File: src/rtl/bp_be_late_wb_arbiter_pkg.sv
// Shared types for the late writeback arbiter: the writeback packet layout
// and a small round-robin helper.
package bp_be_late_wb_arbiter_pkg;

  localparam int dword_width_gp    = 64;
  localparam int reg_addr_width_gp = 5;
  localparam int fflags_width_gp   = 5;

  typedef struct packed {
    logic                         ird_w_v;
    logic                         frd_w_v;
    logic [reg_addr_width_gp-1:0] rd_addr;
    logic [dword_width_gp-1:0]    rd_data;
    logic                         fflags_w_v;
    logic [fflags_width_gp-1:0]   fflags;
  } bp_be_wb_pkt_s;

  localparam int wb_pkt_width_lp = $bits(bp_be_wb_pkt_s);

  // Successor of idx in a ring of n requesters.
  function automatic int rr_next(input int idx, input int n);
    return (idx + 1 == n) ? 0 : idx + 1;
  endfunction

endpackage

File: src/rtl/bp_be_late_wb_arbiter_if.sv
// Producer-side and scheduler-side handshake bundle of the late writeback arbiter.
// The slave modport is the arbiter's view; master is the surrounding logic.
interface bp_be_late_wb_arbiter_if
  import bp_be_late_wb_arbiter_pkg::*;
#(
  parameter int num_req_p = 2
) ();

  bp_be_wb_pkt_s [num_req_p-1:0] req_wb_pkt_i;
  logic          [num_req_p-1:0] req_v_i;
  logic          [num_req_p-1:0] req_ready_and_o;
  logic                          inject_busy_i;
  bp_be_wb_pkt_s                 late_wb_pkt_o;
  logic                          late_wb_v_o;
  logic                          late_wb_force_o;
  logic                          late_wb_yumi_i;

  modport master (
    output req_wb_pkt_i, req_v_i, inject_busy_i, late_wb_yumi_i,
    input  req_ready_and_o, late_wb_pkt_o, late_wb_v_o, late_wb_force_o
  );

  modport slave (
    input  req_wb_pkt_i, req_v_i, inject_busy_i, late_wb_yumi_i,
    output req_ready_and_o, late_wb_pkt_o, late_wb_v_o, late_wb_force_o
  );

endinterface

File: src/rtl/bp_be_late_wb_fifo.sv
// Small 1r1w FIFO with ready_and/valid input and valid/yumi output.
// Readiness depends only on occupancy; a new entry shows at the head one cycle later.
module bp_be_late_wb_fifo #(
  parameter int width_p = 8,
  parameter int els_p   = 2
) (
  input  logic               clk_i,
  input  logic               reset_i,
  input  logic [width_p-1:0] i_data,
  input  logic               i_v,
  output logic               o_ready_and,
  output logic [width_p-1:0] o_data,
  output logic               o_v,
  input  logic               i_yumi
);

  localparam int ptr_width_lp = $clog2(els_p);

  logic [width_p-1:0]    r_mem [els_p];
  logic [ptr_width_lp:0] r_wptr;
  logic [ptr_width_lp:0] r_rptr;
  logic                  w_full;
  logic                  w_empty;
  logic                  w_enq;
  logic                  w_deq;

  // Pointers carry one wrap bit so full and empty are distinguishable.
  assign w_empty = (r_wptr == r_rptr);
  assign w_full  = (r_wptr[ptr_width_lp] != r_rptr[ptr_width_lp])
                && (r_wptr[ptr_width_lp-1:0] == r_rptr[ptr_width_lp-1:0]);

  assign o_ready_and = !w_full;
  assign o_v         = !w_empty;
  assign o_data      = r_mem[r_rptr[ptr_width_lp-1:0]];

  assign w_enq = i_v & !w_full;
  assign w_deq = i_yumi & !w_empty;

  always_ff @(posedge clk_i) begin
    if (reset_i) begin
      r_wptr <= '0;
      r_rptr <= '0;
    end else begin
      if (w_enq) r_wptr <= r_wptr + (ptr_width_lp+1)'(1);
      if (w_deq) r_rptr <= r_rptr + (ptr_width_lp+1)'(1);
    end
  end

  always_ff @(posedge clk_i) begin
    if (w_enq) r_mem[r_wptr[ptr_width_lp-1:0]] <= i_data;
  end

endmodule

File: src/rtl/bp_be_late_wb_arbiter.sv
// Buffers late writebacks per producer and offers one at a time to the scheduler's
// injection slot, round-robin, with a starvation escape that forces injection.
module bp_be_late_wb_arbiter
  import bp_be_late_wb_arbiter_pkg::*;
#(
  parameter  int num_req_p           = 2,
  parameter  int fifo_els_p          = 2,
  parameter  int starve_limit_p      = 16,
  localparam int starve_cnt_width_lp = $clog2(starve_limit_p+1)
) (
  input logic                    clk_i,
  input logic                    reset_i,
  bp_be_late_wb_arbiter_if.slave wb_if
);

  localparam int idx_width_lp = (num_req_p > 1) ? $clog2(num_req_p) : 1;
  typedef logic [idx_width_lp-1:0] idx_t;

  logic          [num_req_p-1:0] w_ready;
  logic          [num_req_p-1:0] w_nonempty;
  logic          [num_req_p-1:0] w_deq;
  bp_be_wb_pkt_s [num_req_p-1:0] w_head;

  idx_t                           r_rr_ptr;
  logic                           r_grant_lock;
  idx_t                           r_grant_idx;
  logic [starve_cnt_width_lp-1:0] r_starve_cnt;

  idx_t w_sel;
  logic w_pending;
  logic w_force;
  logic w_v;
  logic w_accept;

  for (genvar g = 0; g < num_req_p; g++) begin : g_fifo
    bp_be_late_wb_fifo #(
      .width_p (wb_pkt_width_lp),
      .els_p   (fifo_els_p)
    ) u_fifo (
      .clk_i       (clk_i),
      .reset_i     (reset_i),
      .i_data      (wb_if.req_wb_pkt_i[g]),
      .i_v         (wb_if.req_v_i[g]),
      .o_ready_and (w_ready[g]),
      .o_data      (w_head[g]),
      .o_v         (w_nonempty[g]),
      .i_yumi      (w_deq[g])
    );
    assign w_deq[g] = w_accept & (w_sel == idx_t'(g));
  end

  // Once a packet has been offered and not taken, keep offering the same producer.
  always_comb begin
    idx_t v_idx;
    logic v_found;
    w_sel   = r_rr_ptr;
    v_found = 1'b0;
    v_idx   = '0;
    if (r_grant_lock) begin
      w_sel = r_grant_idx;
    end else begin
      for (int k = 0; k < num_req_p; k++) begin
        v_idx = idx_t'((int'(r_rr_ptr) + k) % num_req_p);
        if (!v_found && w_nonempty[v_idx]) begin
          v_found = 1'b1;
          w_sel   = v_idx;
        end
      end
    end
  end

  assign w_pending = |w_nonempty;
  assign w_force   = !reset_i & w_pending
                   & (r_starve_cnt == starve_cnt_width_lp'(starve_limit_p));
  assign w_v       = !reset_i & w_pending & (!wb_if.inject_busy_i | w_force);
  assign w_accept  = w_v & wb_if.late_wb_yumi_i;

  assign wb_if.req_ready_and_o = reset_i ? '0 : w_ready;
  assign wb_if.late_wb_v_o     = w_v;
  assign wb_if.late_wb_force_o = w_force;
  assign wb_if.late_wb_pkt_o   = w_v ? w_head[w_sel] : '0;

  // Accept releases the lock and moves priority past the winner; the starvation
  // count runs only while something waits without being taken.
  always_ff @(posedge clk_i) begin
    if (reset_i) begin
      r_rr_ptr     <= '0;
      r_grant_lock <= 1'b0;
      r_grant_idx  <= '0;
      r_starve_cnt <= '0;
    end else begin
      if (w_accept) begin
        r_grant_lock <= 1'b0;
        r_rr_ptr     <= idx_t'(rr_next(int'(w_sel), num_req_p));
      end else if (w_v) begin
        r_grant_lock <= 1'b1;
        r_grant_idx  <= w_sel;
      end
      if (w_accept || !w_pending) begin
        r_starve_cnt <= '0;
      end else if (r_starve_cnt != starve_cnt_width_lp'(starve_limit_p)) begin
        r_starve_cnt <= r_starve_cnt + starve_cnt_width_lp'(1);
      end
    end
  end

  a_yumi_only_with_v: assert property (@(posedge clk_i) disable iff (reset_i)
    wb_if.late_wb_yumi_i |-> w_v);

endmodule

File: src/flat_wrapper.sv
// flat-port wrapper written by rule: the top's interface ports become plain ports
module bp_be_late_wb_arbiter_flat import bp_be_late_wb_arbiter_pkg::*;
#(
  parameter  int num_req_p           = 2,
  parameter  int fifo_els_p          = 2,
  parameter  int starve_limit_p      = 16,
  localparam int starve_cnt_width_lp = $clog2(starve_limit_p+1)
)
  (clk_i, reset_i, wb_if_req_wb_pkt_i, wb_if_req_v_i, wb_if_inject_busy_i, wb_if_late_wb_yumi_i, wb_if_req_ready_and_o, wb_if_late_wb_pkt_o, wb_if_late_wb_v_o, wb_if_late_wb_force_o);
  bp_be_late_wb_arbiter_if #(.num_req_p(num_req_p)) wb_if_i ();
  input logic clk_i;
  input logic reset_i;
  input wire logic [$bits(wb_if_i.req_wb_pkt_i)-1:0] wb_if_req_wb_pkt_i;
  input wire logic [$bits(wb_if_i.req_v_i)-1:0] wb_if_req_v_i;
  input wire logic [$bits(wb_if_i.inject_busy_i)-1:0] wb_if_inject_busy_i;
  input wire logic [$bits(wb_if_i.late_wb_yumi_i)-1:0] wb_if_late_wb_yumi_i;
  output wire logic [$bits(wb_if_i.req_ready_and_o)-1:0] wb_if_req_ready_and_o;
  output wire logic [$bits(wb_if_i.late_wb_pkt_o)-1:0] wb_if_late_wb_pkt_o;
  output wire logic [$bits(wb_if_i.late_wb_v_o)-1:0] wb_if_late_wb_v_o;
  output wire logic [$bits(wb_if_i.late_wb_force_o)-1:0] wb_if_late_wb_force_o;
  assign wb_if_i.req_wb_pkt_i = wb_if_req_wb_pkt_i;
  assign wb_if_i.req_v_i = wb_if_req_v_i;
  assign wb_if_i.inject_busy_i = wb_if_inject_busy_i;
  assign wb_if_i.late_wb_yumi_i = wb_if_late_wb_yumi_i;
  assign wb_if_req_ready_and_o = wb_if_i.req_ready_and_o;
  assign wb_if_late_wb_pkt_o = wb_if_i.late_wb_pkt_o;
  assign wb_if_late_wb_v_o = wb_if_i.late_wb_v_o;
  assign wb_if_late_wb_force_o = wb_if_i.late_wb_force_o;
  bp_be_late_wb_arbiter #(.num_req_p(num_req_p), .fifo_els_p(fifo_els_p), .starve_limit_p(starve_limit_p)) u_core (.clk_i(clk_i), .reset_i(reset_i), .wb_if(wb_if_i));
endmodule
File: config.mk
export PLATFORM = sky130hd
export DESIGN_NAME = bp_be_late_wb_arbiter_flat
export DESIGN_NICKNAME = d
export VERILOG_FILES = /design/src/rtl/bp_be_late_wb_arbiter_pkg.sv /design/src/rtl/bp_be_late_wb_arbiter_if.sv /design/src/rtl/bp_be_late_wb_fifo.sv /design/src/rtl/bp_be_late_wb_arbiter.sv /design/src/flat_wrapper.sv
export SDC_FILE = /design/constraint.sdc
export NUM_CORES = 1
export LEC_CHECK = 0
export ABC_AREA = 0
export BUFFER_PORTS_ARGS = -buffer_cell sky130_fd_sc_hd__buf_2
export CAP_MARGIN = 20
export CORE_MARGIN = 4
export CORE_UTILIZATION = 50
export DETAILED_ROUTE_END_ITERATION = 10
export GPL_TIMING_DRIVEN = 0
export PLACE_DENSITY = 0.75
export SETUP_SLACK_MARGIN = 0.2
export SLEW_MARGIN = 5
export SYNTH_ARGS = -nofsm -noshare
export SYNTH_HDL_FRONTEND = slang
export SYNTH_HIERARCHICAL = 1
export SYNTH_SLANG_ARGS = --single-unit
File: constraint.sdc
create_clock -name clk_i -period 5.4 [get_ports clk_i]
set_input_delay 0.81 -clock clk_i [delete_from_list [all_inputs] [get_ports clk_i]]
set_output_delay 0.81 -clock clk_i [all_outputs]
set_load 0.05 [all_outputs]
==> flow_summary.yaml, run 1 <==
power:
  p_leak_nw: 6.15
  powerDensity_nw_per_um2: 369
  peakVddDrop_mv: 0.284
cts:
  clock_path_buffers: 3
  cts-root-buf: "clkbuf_16"
  clk_latency_ps: 490
  h-tree-depth: 2
  cts_resized: 0
  cts_tree: "yes"
  cts_hold_buf: 0
  cts_buffers: 35
  clk_pin_slew_ps: 50
  clock_sinks: 326
  cts_setup_buffers: 0
status:
  status: "finished, final reports clean"
floorplanning:
  die_h_um: 173
  rows: 60
  ios: 241
  core_sq_um: 26800
  die-area_sq_um: 29800
  start_util_pct: 50.6
  fp.dieW_um: 173
logic_synthesis:
  async_reset_ff_share_pct: 0
  ys_types: 40
  synth_top_family_by_area: "multiplexers"
  ys_seq_elements: 326
  synth_fa_ha_area_share_pct: 0.184
  synth_cells: 875
  synth_compound_area_share_pct: 7.40
  yosysWarnings: 6
  synthMuxAreaShare_pct: 13.1
  syn_avg_cell_area_sq_um: 15.5
  synth_ff_type: "edfxtp_1"
  synthSimpleGateAreaFrac_pct: 4.75
  synth_top_area_share_pct: 68.1
  synth_edf_count: 308
  synth_area_leaders: "edfxtp_1 (68%), mux2_2 (13%), a21oi_1 (3.1%)"
  synth_nets: 1037
  synth-xor-area-share_pct: 0.691
  netlist_area_sq_um: 13600
  synth_top_cell_by_area: "edfxtp_1"
  ys_seq_area_share_pct: 70.8
timing:
  worst_pin_slew_ps: 782
  max_freq_mhz: 269
  worst_clock_skew_ps: 8.19
  hold_viol_final: 0
  slew_viol_final: 0
  max-slew-margin-rel_pct: 47.8
  period_share_pct: 68.9
  setup_viol: 0
  rsz0062_at_grt: "false"
  min_period_ps: 3720
  worst_slack_ps: 1680
setup_path:
  r2r_start: "u_core/g_fifo[1].u_fifo/r_wptr[0]$_SDFFE_PP0P_"
  worstSetupPathType: "register to primary output"
  crit_chain: "clkbuf_1 -> xnor2_1 -> nand2_1 -> o211ai_4 -> buf_4 -> buf_6 -> nand3_1 -> a21oi_1 -> buf_2"
  end_kind: "primary output"
  timing.rr.end: "u_core/g_fifo[0].u_fifo/r_rptr[1]$_SDFFE_PP0P_"
  endpoint: "wb_if_late_wb_pkt_o[54]"
  worstPathMaxFanout: 10
  cp.required_ps: 4590
  start_kind: "register"
  reg2reg_slack_ps: 2590
  arrival_ps: 2910
  slowest_delay_ps: 410
  cp_slowest_cell: "o211ai_4"
  crit_start: "u_core/g_fifo[1].u_fifo/r_wptr[0]$_SDFFE_PP0P_"
  worst_r2r_path_depth: 11
place:
  place_ws_ps: 2200
  dpl.hpwl_um: 21500
  port_buffers: 239
  place.gp.congestion: 0.761
  dp.cells: 1463
  dpl-instance-area_sq_um: 15400
global_routing:
  grt_antenna_before_repair: 13
  grt_max_degree: 49
  grt_pass1_wl_um: 48200
  grt-ovfl-total: 0
  grt_util_all_layers_pct: 20.4
  grt_pass1_vias: 8786
final_layout:
  finalInstanceArea_sq_um: 16500
  final_cell_mix: "edfxtp_1 (308), buf_2 (258), mux2_2 (154), a21oi_1 (82), nand3_1 (79)"
  drive_gt1_share_pct: 42.3
  fillCellCount: 2006
  area_delta_synth_final_pct: 21.7
  final_common_cell: "edfxtp_1"
  finish.utilization_pct: 61.6
  nets: 1321
  fin_cells: 1527
routing:
  wl_um: 31000
  drtAntennaViolNets: 0
  via_count: 8421
  first_pass_iters: 5
  viasPerCell: 5.51
  drc: 0
  wl_per_cell_um: 20.3
  drtIter0Drc: 549
hold_path:
  hold_path.class: "register to register"
  hold_path_depth: 2
job:
  maxCapViolations: 0
## logic make-up after synthesis
| logic type | after synthesis |
|---|---|
| xor gates and xnor gates | 9 |
| muxes | 159 |
| adders and majority gates | 2 |
| and+or+nand+nor | 128 |
| buffers and inverters | 70 |
| DFF | 326 |
| AOI/OAI and AO/OA | 181 |
## cells in the mapped netlist (all sizes together), types with 3 or more instances
library cell	count
edfxtp	308
mux2	154
a21oi	84
nand3	79
o21ai	77
buf	38
clkbuf	25
nor2	19
dfxtp	18
nand2	17
inv	7
a311oi	6
a211oi	5
mux2i	5
xor2	5
xnor2	4
nor2b	3
o211a	3
o21bai	3
## how the worst min path moves through the flow
stage                                 startpoint                                              to  slack [ps]
floorplan           u_core/r_rr_ptr$_SDFFE_PP0P_                    u_core/r_rr_ptr$_SDFFE_PP0P_         450
global placement    u_core/r_rr_ptr$_SDFFE_PP0P_                    u_core/r_rr_ptr$_SDFFE_PP0P_         470
detailed placement  u_core/r_rr_ptr$_SDFFE_PP0P_                    u_core/r_rr_ptr$_SDFFE_PP0P_         480
CTS                       wb_if_req_wb_pkt_i[25]  u_core/g_fifo[0].u_fifo/r_mem[0][25]$_DFFE_PP_         470
global route              wb_if_req_wb_pkt_i[97]  u_core/g_fifo[1].u_fifo/r_mem[0][20]$_DFFE_PP_         470
finish              u_core/r_rr_ptr$_SDFFE_PP0P_                    u_core/r_rr_ptr$_SDFFE_PP0P_         490
## worst max-delay path: cells and delay by family (launching register included)
kind	cells	cell delay, ps
simple gates	2	300
xor+xnor	1	190
flops	1	300
compound gates	2	610
buf+inv	4	1010
## report_power, final
group	internal (W)	total [W]	switching (W)	leakage [nW]
clock network	0.00136	0.00225	0.000884	0.528
registers	0.00294	0.00297	0.0000335	3.03
logic	0.000305	0.000878	0.000573	2.60
total	0.00461	0.00610	0.00149	6.15
## sequential cells by signal, indices dropped and copies added (netlist names), named ones only
| signal | count |
|---|---|
| u_core/g_fifo.u_fifo/r_mem | 308 |
| u_core/r_starve_cnt | 5 |
| u_core/g_fifo.u_fifo/r_rptr | 4 |
| u_core/g_fifo.u_fifo/r_wptr | 4 |
| u_core/r_grant_idx | 1 |
| u_core/r_grant_lock | 1 |
| u_core/r_rr_ptr | 1 |
## layout make-up
| class | count | area [sq um] | share of cell area, % |
|---|---|---|---|
| Clock buffer | 48 | 987 | 5.98 |
| Multi-Input combinational cell | 479 | 3590 | 21.7 |
| Buffer | 63 | 387 | 2.34 |
| Sequential cell | 326 | 9610 | 58.2 |
| Tap cell | 341 | 427 | 2.58 |
| Antenna cell | 5 | 12.5 | 0.0758 |
| Clock inverter | 11 | 96.3 | 0.583 |
| Inverter | 7 | 26.3 | 0.159 |
| Timing Repair Buffer | 247 | 1380 | 8.35 |
## through the flow
step / total power [W] / setup TNS (ps) / hold WS (ps)
floorplan: 0.00362 / 0 / 455
global placement: 0.00388 / -378090 / 471
detailed placement: 0.00391 / 0 / 483
CTS: 0.00616 / 0 / 473
global route: 0.00635 / 0 / 473
finish: 0.00610 / 0 / 490
## routing by layer
layer	global-route usage, %	share of wire, %	vias up
met4	4.92	1.9	16
met1	26.3	40	4104
met2	35.1	50	291
li1	-	-	3947
met5	0	0.32	-
met3	5.33	7.6	63
Power figures use the tool's default switching activity.
==> inputs of run 2 (changes only) <==
Settings changed: ABC_AREA 0 to 1, CORE_UTILIZATION 50 to 51, PLACE_DENSITY 0.75 to 0.77.
Clock period 5.4 ns to 3 ns, I/O delays scaled along.
==> run 2 against run 1 <==
Against the previous run:
- critical path depth rose by 5
- die area rose by 0.86%
- sequential share of layout area decreased by 4.1 points
- largest power group unchanged
- highest routed layer unchanged
==> flow_summary.yaml, run 2 <==
floorplanning:
  start_util_pct: 51.8
  core_sq_um: 27000
  die_h_um: 174
  fp.dieW_um: 174
  rows: 60
  ios: 241
  die-area_sq_um: 30100
routing:
  drtAntennaViolNets: 0
  wl_um: 31400
  wl_per_cell_um: 19.1
  drc: 0
  via_count: 8537
  first_pass_iters: 4
  drtIter0Drc: 645
  viasPerCell: 5.20
logic_synthesis:
  synth_area_leaders: "edfxtp_1 (66%), mux2_2 (7.6%), mux2_4 (6.4%)"
  netlist_area_sq_um: 14000
  ys_seq_elements: 326
  syn_avg_cell_area_sq_um: 14.3
  synth_ff_type: "edfxtp_1"
  synth_edf_count: 308
  synth_top_area_share_pct: 66.2
  synthMostInstantiatedCell: "edfxtp_1"
  yosysWarnings: 6
  ys_types: 27
  synth_nets: 1139
  synth_cells: 977
  ys_seq_area_share_pct: 68.8
  synthTopCellsByCount: "edfxtp_1 (308), nor2_1 (177), nand2_1 (130)"
  async_reset_ff_share_pct: 0
  synth_top_cell_by_area: "edfxtp_1"
job:
  maxCapViolations: 0
place:
  dp.cells: 1566
  place.gp.congestion: 0.756
  place_ws_ps: 130
  dpl.hpwl_um: 20600
  port_buffers: 240
  dpl-instance-area_sq_um: 15800
final_layout:
  nets: 1438
  fillCellCount: 1879
  fin_cells: 1642
  finalInstanceArea_sq_um: 17800
  final_common_cell: "edfxtp_1"
  drive_gt1_share_pct: 45.3
  final_cell_mix: "edfxtp_1 (308), buf_2 (183), nor2_1 (130), nand2_1 (122), mux2_2 (94)"
  area_delta_synth_final_pct: 27.4
  largest_reg_flops: 308
cts:
  clk_latency_ps: 500
  cts-root-buf: "clkbuf_16"
  cts_tree: "yes"
  clock_path_buffers: 3
  clock_sinks: 326
  h-tree-depth: 2
  cts_buffers: 35
  clk_pin_slew_ps: 60
setup_path:
  end_kind: "primary output"
  start_kind: "register"
  crit_path_frequent_cell: "nand2_4"
  reg2reg_slack_ps: 760
  worst_r2r_path_depth: 17
  cp_num_buf_inv: 6
  r2r_start: "u_core/g_fifo[1].u_fifo/r_rptr[1]$_SDFFE_PP0P_"
  timing.rr.end: "u_core/g_fifo[1].u_fifo/r_rptr[0]$_SDFFE_PP0P_"
  cp.required_ps: 2550
  crit_chain: "inv_2 -> nand2_2 -> nand2_2 -> nand2_4 -> inv_4 -> a21oi_4 -> nand2_4 -> nand2_4 -> clkinv_8 -> buf_12 -> clkbuf_16 -> nor2_4 -> nor2_2 -> buf_6"
  worstPathMaxFanout: 7
  cp_slowest_cell: "dfxtp_2"
  slowest_delay_ps: 360
  crit_family: "buffers and inverters"
  worstSetupPathType: "register to primary output"
  arrival_ps: 2300
hold_path:
  hold_path_depth: 1
  hold_end: "u_core/g_fifo[1].u_fifo/r_mem[0][71]$_DFFE_PP_"
  hold_path.class: "primary input to register"
  min_from: "wb_if_req_wb_pkt_i[148]"
timing:
  min_period_ps: 2750
  slew_viol_final: 0
  period_share_pct: 91.8
  hold_viol_final: 0
  worst_clock_skew_ps: 10.6
  rsz0062_at_grt: "true"
  worst_pin_slew_ps: 705
  max_freq_mhz: 363
  max-slew-margin-rel_pct: 52.9
  whs_ps: 135
  setup_viol: 0
  worst_slack_ps: 247
power:
  peakVddDrop_mv: 0.576
  seqPwrFrac_pct: 48.0
  switchingPower_w: 0.00273
  switching_share_pct: 24.4
  p_leak_nw: 6.99
  clkPwrFrac_pct: 36.5
  pwr-share-comb_pct: 15.5
  powerDensity_nw_per_um2: 629
  power_w: 0.0112
  internal-power_w: 0.00846
global_routing:
  grt_antenna_before_repair: 2
  grt_pass1_wl_um: 47400
  grt_util_all_layers_pct: 19.9
  grt-ovfl-total: 0
  grt_max_degree: 42
  grt_pass1_vias: 8934
status:
  status: "finished, final reports clean"
==> run 2: cell count changes in the layout (fill, tap and decap cells not counted), sizes merged, moves of 6 or more <==
| cell | change |
|---|---|
| clkbuf | -9 |
| nand2 | +115 |
| a311oi | -6 |
| a21oi | -71 |
| nor2 | +159 |
| nand3b | +77 |
| inv | +21 |
| o21ai | -75 |
| buf | +10 |
| nand3 | -69 |
==> run 2: metrics by stage <==
stage          util, %  TNS [ps]
2_1_floorplan        -         0
3_3_place_gp      57.9   -156470
3_5_place_dp      58.7         0
4_1_cts           64.2         0
5_1_grt           66.0         0
6_report          66.0         0
==> run 2: logic make-up after synthesis <==
kind of cell / share of synthesized area [%]
AO/OA/AOI/OAI: 0.699
XOR/XNOR: 0.125
adder cells (fa/ha/maj): 0.179
buffers and inverters: 3.22
flip-flops: 68.8
multiplexers: 14.0
AND/OR/NAND/NOR: 13.0
==> run 2: how the worst max path moves through the flow <==
| stage | startpoint | end | slack (ps) | cells past startpoint |
|---|---|---|---|---|
| after global routing | u_core/r_starve_cnt[0]$_SDFFE_PP0P_ | wb_if_late_wb_pkt_o[49] | 120 | 12 |
| after floorplan | u_core/g_fifo[0].u_fifo/r_wptr[0]$_SDFFE_PP0P_ | u_core/g_fifo[0].u_fifo/r_mem[1][0]$_DFFE_PP_ | 290 | 6 |
| final | u_core/g_fifo[1].u_fifo/r_rptr[1]$_SDFFE_PP0P_ | wb_if_late_wb_pkt_o[54] | 250 | 14 |
| after detailed placement | u_core/g_fifo[0].u_fifo/r_wptr[0]$_SDFFE_PP0P_ | wb_if_late_wb_pkt_o[54] | 130 | 13 |
| after CTS | u_core/r_starve_cnt[0]$_SDFFE_PP0P_ | wb_if_late_wb_pkt_o[49] | 170 | 12 |
| after global placement | u_core/g_fifo[1].u_fifo/r_wptr[0]$_SDFFE_PP0P_ | u_core/g_fifo[1].u_fifo/r_mem[1][38]$_DFFE_PP_ | -850 | 6 |
==> run 2: cell type report <==
cell class                      instances  area [sq um]  area share, %
Antenna cell                            1          2.50         0.0141
Buffer                                 49           464           2.61
Clock buffer                           48           977           5.49
Clock inverter                         13           111          0.626
Inverter                               29           129          0.724
Multi-Input combinational cell        572          4150           23.3
Sequential cell                       326          9620           54.1
Tap cell                              341           427           2.40
Timing Repair Buffer                  263          1910           10.7
==> run 2: layer usage <==
| metal | wire length (um) | GRT usage [%] | vias up |
|---|---|---|---|
| met1 | 13000 | 25.4 | 4185 |
| met3 | 1920 | 4.41 | 50 |
| li1 | - | - | 4070 |
| met4 | 559 | 4.99 | 4 |
| met2 | 15900 | 34.6 | 228 |
| met5 | 15 | 0 | - |
==> run 2: timing repair <==
item                                    CTS  global route
gates resized for setup                 109           149
cloned                                    1             2
hold buffers                              0             0
buffers inserted                          9             3
pin swaps                                 6             9
endpoints found under the setup margin   78            77
==> run 2: power by group through the flow <==
stage / clock network [W] / logic, W / registers [W]
2_1_floorplan: 0 / 0.000970 / 0.00545
3_3_place_gp: 0 / 0.00137 / 0.00546
3_5_place_dp: 0 / 0.00146 / 0.00546
4_1_cts: 0.00418 / 0.00161 / 0.00536
5_1_grt: 0.00438 / 0.00186 / 0.00538
6_report: 0.00409 / 0.00174 / 0.00536
==> inputs of run 3 (changes only) <==
Settings changed: CORE_UTILIZATION 51 to 50, PLACE_DENSITY 0.77 to 0.76, SYNTH_HIERARCHICAL 1 to unset.
==> run 3 against run 2 <==
Against the previous run:
- fmax increased by 0.51%
- sequential share of layout area grew 3.2 points
- non-clock buffer count is 9 lower
- setup slack better by 14 ps
- synthesized area down 7.6%
- global-route usage grew 0.58 points
- die area is 5.5% lower
- flip-flop and latch count unchanged
- highest routed layer unchanged
==> flow_summary.yaml, run 3 <==
timing:
  setup_viol: 0
  min_period_ps: 2740
  worst_pin_slew_ps: 734
  worst_clock_skew_ps: 21.8
  rsz0062_at_grt: "true"
  period_share_pct: 91.3
  max-slew-margin-rel_pct: 50.5
  whs_ps: 122
  worst_slack_ps: 261
  slew_viol_final: 0
  hold_viol_final: 0
  max_freq_mhz: 365
setup_path:
  worstSetupPathType: "register to primary output"
  cp.required_ps: 2550
  end_kind: "primary output"
  arrival_ps: 2290
  worstPathMaxFanout: 10
  start_kind: "register"
global_routing:
  grt_max_degree: 42
  grt_pass1_vias: 8298
  grt-ovfl-total: 0
  grt_pass1_wl_um: 45200
  grt_antenna_before_repair: 9
  grt_util_all_layers_pct: 20.4
final_layout:
  final_cell_mix: "edfxtp_1 (308), nand2_1 (182), buf_2 (167), mux2i_1 (154), buf_4 (66)"
  fin_cells: 1531
  drive_gt1_share_pct: 37.6
  nets: 1332
  area_delta_synth_final_pct: 30.1
  final_common_cell: "edfxtp_1"
  largest_reg_flops: 308
  finish.utilization_pct: 66.5
power:
  powerDensity_nw_per_um2: 661
  clkPwrFrac_pct: 37.6
  internal-power_w: 0.00832
  switchingPower_w: 0.00278
  p_leak_nw: 6.09
  switching_share_pct: 25.0
  peakVddDrop_mv: 0.818
  seqPwrFrac_pct: 48.4
  pwr-share-comb_pct: 14.1
floorplanning:
  rows: 58
  die_h_um: 169
  fp.dieW_um: 169
  die-area_sq_um: 28400
  core_sq_um: 25300
  ios: 241
  start_util_pct: 51.1
logic_synthesis:
  synth_top_cell_by_area: "edfxtp_1"
  synth_nets: 1034
  synth_cells: 872
  synth_edf_count: 308
  yosysWarnings: 0
  synth_top_area_share_pct: 71.7
  netlist_area_sq_um: 12900
  async_reset_ff_share_pct: 0
  synth_area_leaders: "edfxtp_1 (72%), mux2i_1 (12%), nand2_1 (5.6%)"
  synthMostInstantiatedCell: "edfxtp_1"
  synthTopCellsByCount: "edfxtp_1 (308), nand2_1 (191), mux2i_1 (154)"
  ys_seq_area_share_pct: 74.4
  syn_avg_cell_area_sq_um: 14.8
  ys_types: 25
  synth_ff_type: "edfxtp_1"
  ys_seq_elements: 326
place:
  dpl.hpwl_um: 20100
  place_ws_ps: 240
  dp.cells: 1454
  port_buffers: 240
  place.gp.congestion: 0.763
cts:
  clk_latency_ps: 520
  clock_path_buffers: 3
  cts_buffers: 36
  h-tree-depth: 2
  cts_tree: "yes"
  cts_hold_buf: 0
  clk_pin_slew_ps: 60
  clock_sinks: 326
  cts-root-buf: "clkbuf_16"
status:
  status: "finished, final reports clean"
routing:
  drtIter0Drc: 631
  wl_um: 30700
  via_count: 8139
  drc: 0
  drtAntennaViolNets: 0
  viasPerCell: 5.32
  wl_per_cell_um: 20.0
  first_pass_iters: 5
hold_path:
  hold_path.class: "primary input to register"
job:
  maxCapViolations: 0
## run 3: cell count changes in the layout (fill, tap and decap cells not counted), moves of 33 or more
cell and change:
a21oi_2 +54, nand2_1 +60, nand3b_1 -77, nor2_2 -33, mux2i_1 +154, mux2_2 -94, nor2_1 -121, mux2_4 -60
## run 3: layout make-up
cell class	count	area, sq um
Sequential cell	326	9630
Fill cell	1766	8460
Multi-Input combinational cell	485	3320
Timing Repair Buffer	260	1810
Clock buffer	42	966
Tap cell	330	413
Buffer	43	385
Clock inverter	21	168
Inverter	18	87.6
Antenna cell	6	15.0
## run 3: what timing repair did
action | CTS | global route
setup buffers | 2 | 5
setup endpoints to repair | 78 | 77
resized for setup | 114 | 162
gates cloned | 1 | 0
pin swaps | 3 | 7
## run 3: logic make-up after synthesis
| family | share of synthesized area [%] |
|---|---|
| buf+inv | 2.19 |
| simple gates | 6.87 |
| flops | 74.4 |
| mux | 11.9 |
| compound gates | 4.15 |
| fa+ha+maj | 0.194 |
| xor+xnor | 0.204 |
## run 3: path summary, 6_finish.rpt
kind,startpoint,cells past startpoint,slack (ps),to
hold reg to reg,u_core.g_fifo[0].u_fifo.r_wptr[1]$_SDFFE_PP0P_,2,500,u_core.g_fifo[0].u_fifo.r_wptr[1]$_SDFFE_PP0P_
setup / recovery,u_core.g_fifo[0].u_fifo.r_rptr[1]$_SDFFE_PP0P_,12,260,wb_if_late_wb_pkt_o[41]
setup reg to reg,u_core.g_fifo[0].u_fifo.r_rptr[1]$_SDFFE_PP0P_,7,970,u_core.g_fifo[0].u_fifo.r_mem[1][23]$_DFFE_PP_
hold / removal,wb_if_req_wb_pkt_i[36],1,120,u_core.g_fifo[0].u_fifo.r_mem[1][36]$_DFFE_PP_
## run 3: power by group through the flow
stage | combinational [W] | clock, W | sequential, W
floorplan | 0.000812 | 0 | 0.00546
global placement | 0.00121 | 0 | 0.00547
detailed placement | 0.00131 | 0 | 0.00546
CTS | 0.00141 | 0.00425 | 0.00537
global route | 0.00167 | 0.00448 | 0.00539
finish | 0.00156 | 0.00417 | 0.00537
## run 3: critical path, cell delays in order, from the launching register on
cell and delay (ps):
dfxtp_4 360, inv_2 60, nand2_1 60, nand2_2 110, nand2_4 80, a21oi_4 200
a21oi_4 90, buf_12 150, buf_6 140, nand2_1 70, nand2_1 110, a21oi_2 130
buf_4 210
## run 3: metrics by stage
step / TNS (ps) / power (W) / instance area (sq um)
final: 0 / 0.0111 / 16800
after global routing: 0 / 0.0115 / 16800
after CTS: 0 / 0.0110 / 16300
after detailed placement: 0 / 0.00677 / 14800
after global placement: -201650 / 0.00668 / 14600
after floorplan: 0 / 0.00627 / 12900
## run 3: per-layer routing
metal	share of wire (%)	global-route usage [%]
met1	40	25.5
met2	50	35.0
met3	6.4	4.65
met4	3.9	7.66
met5	0.11	0
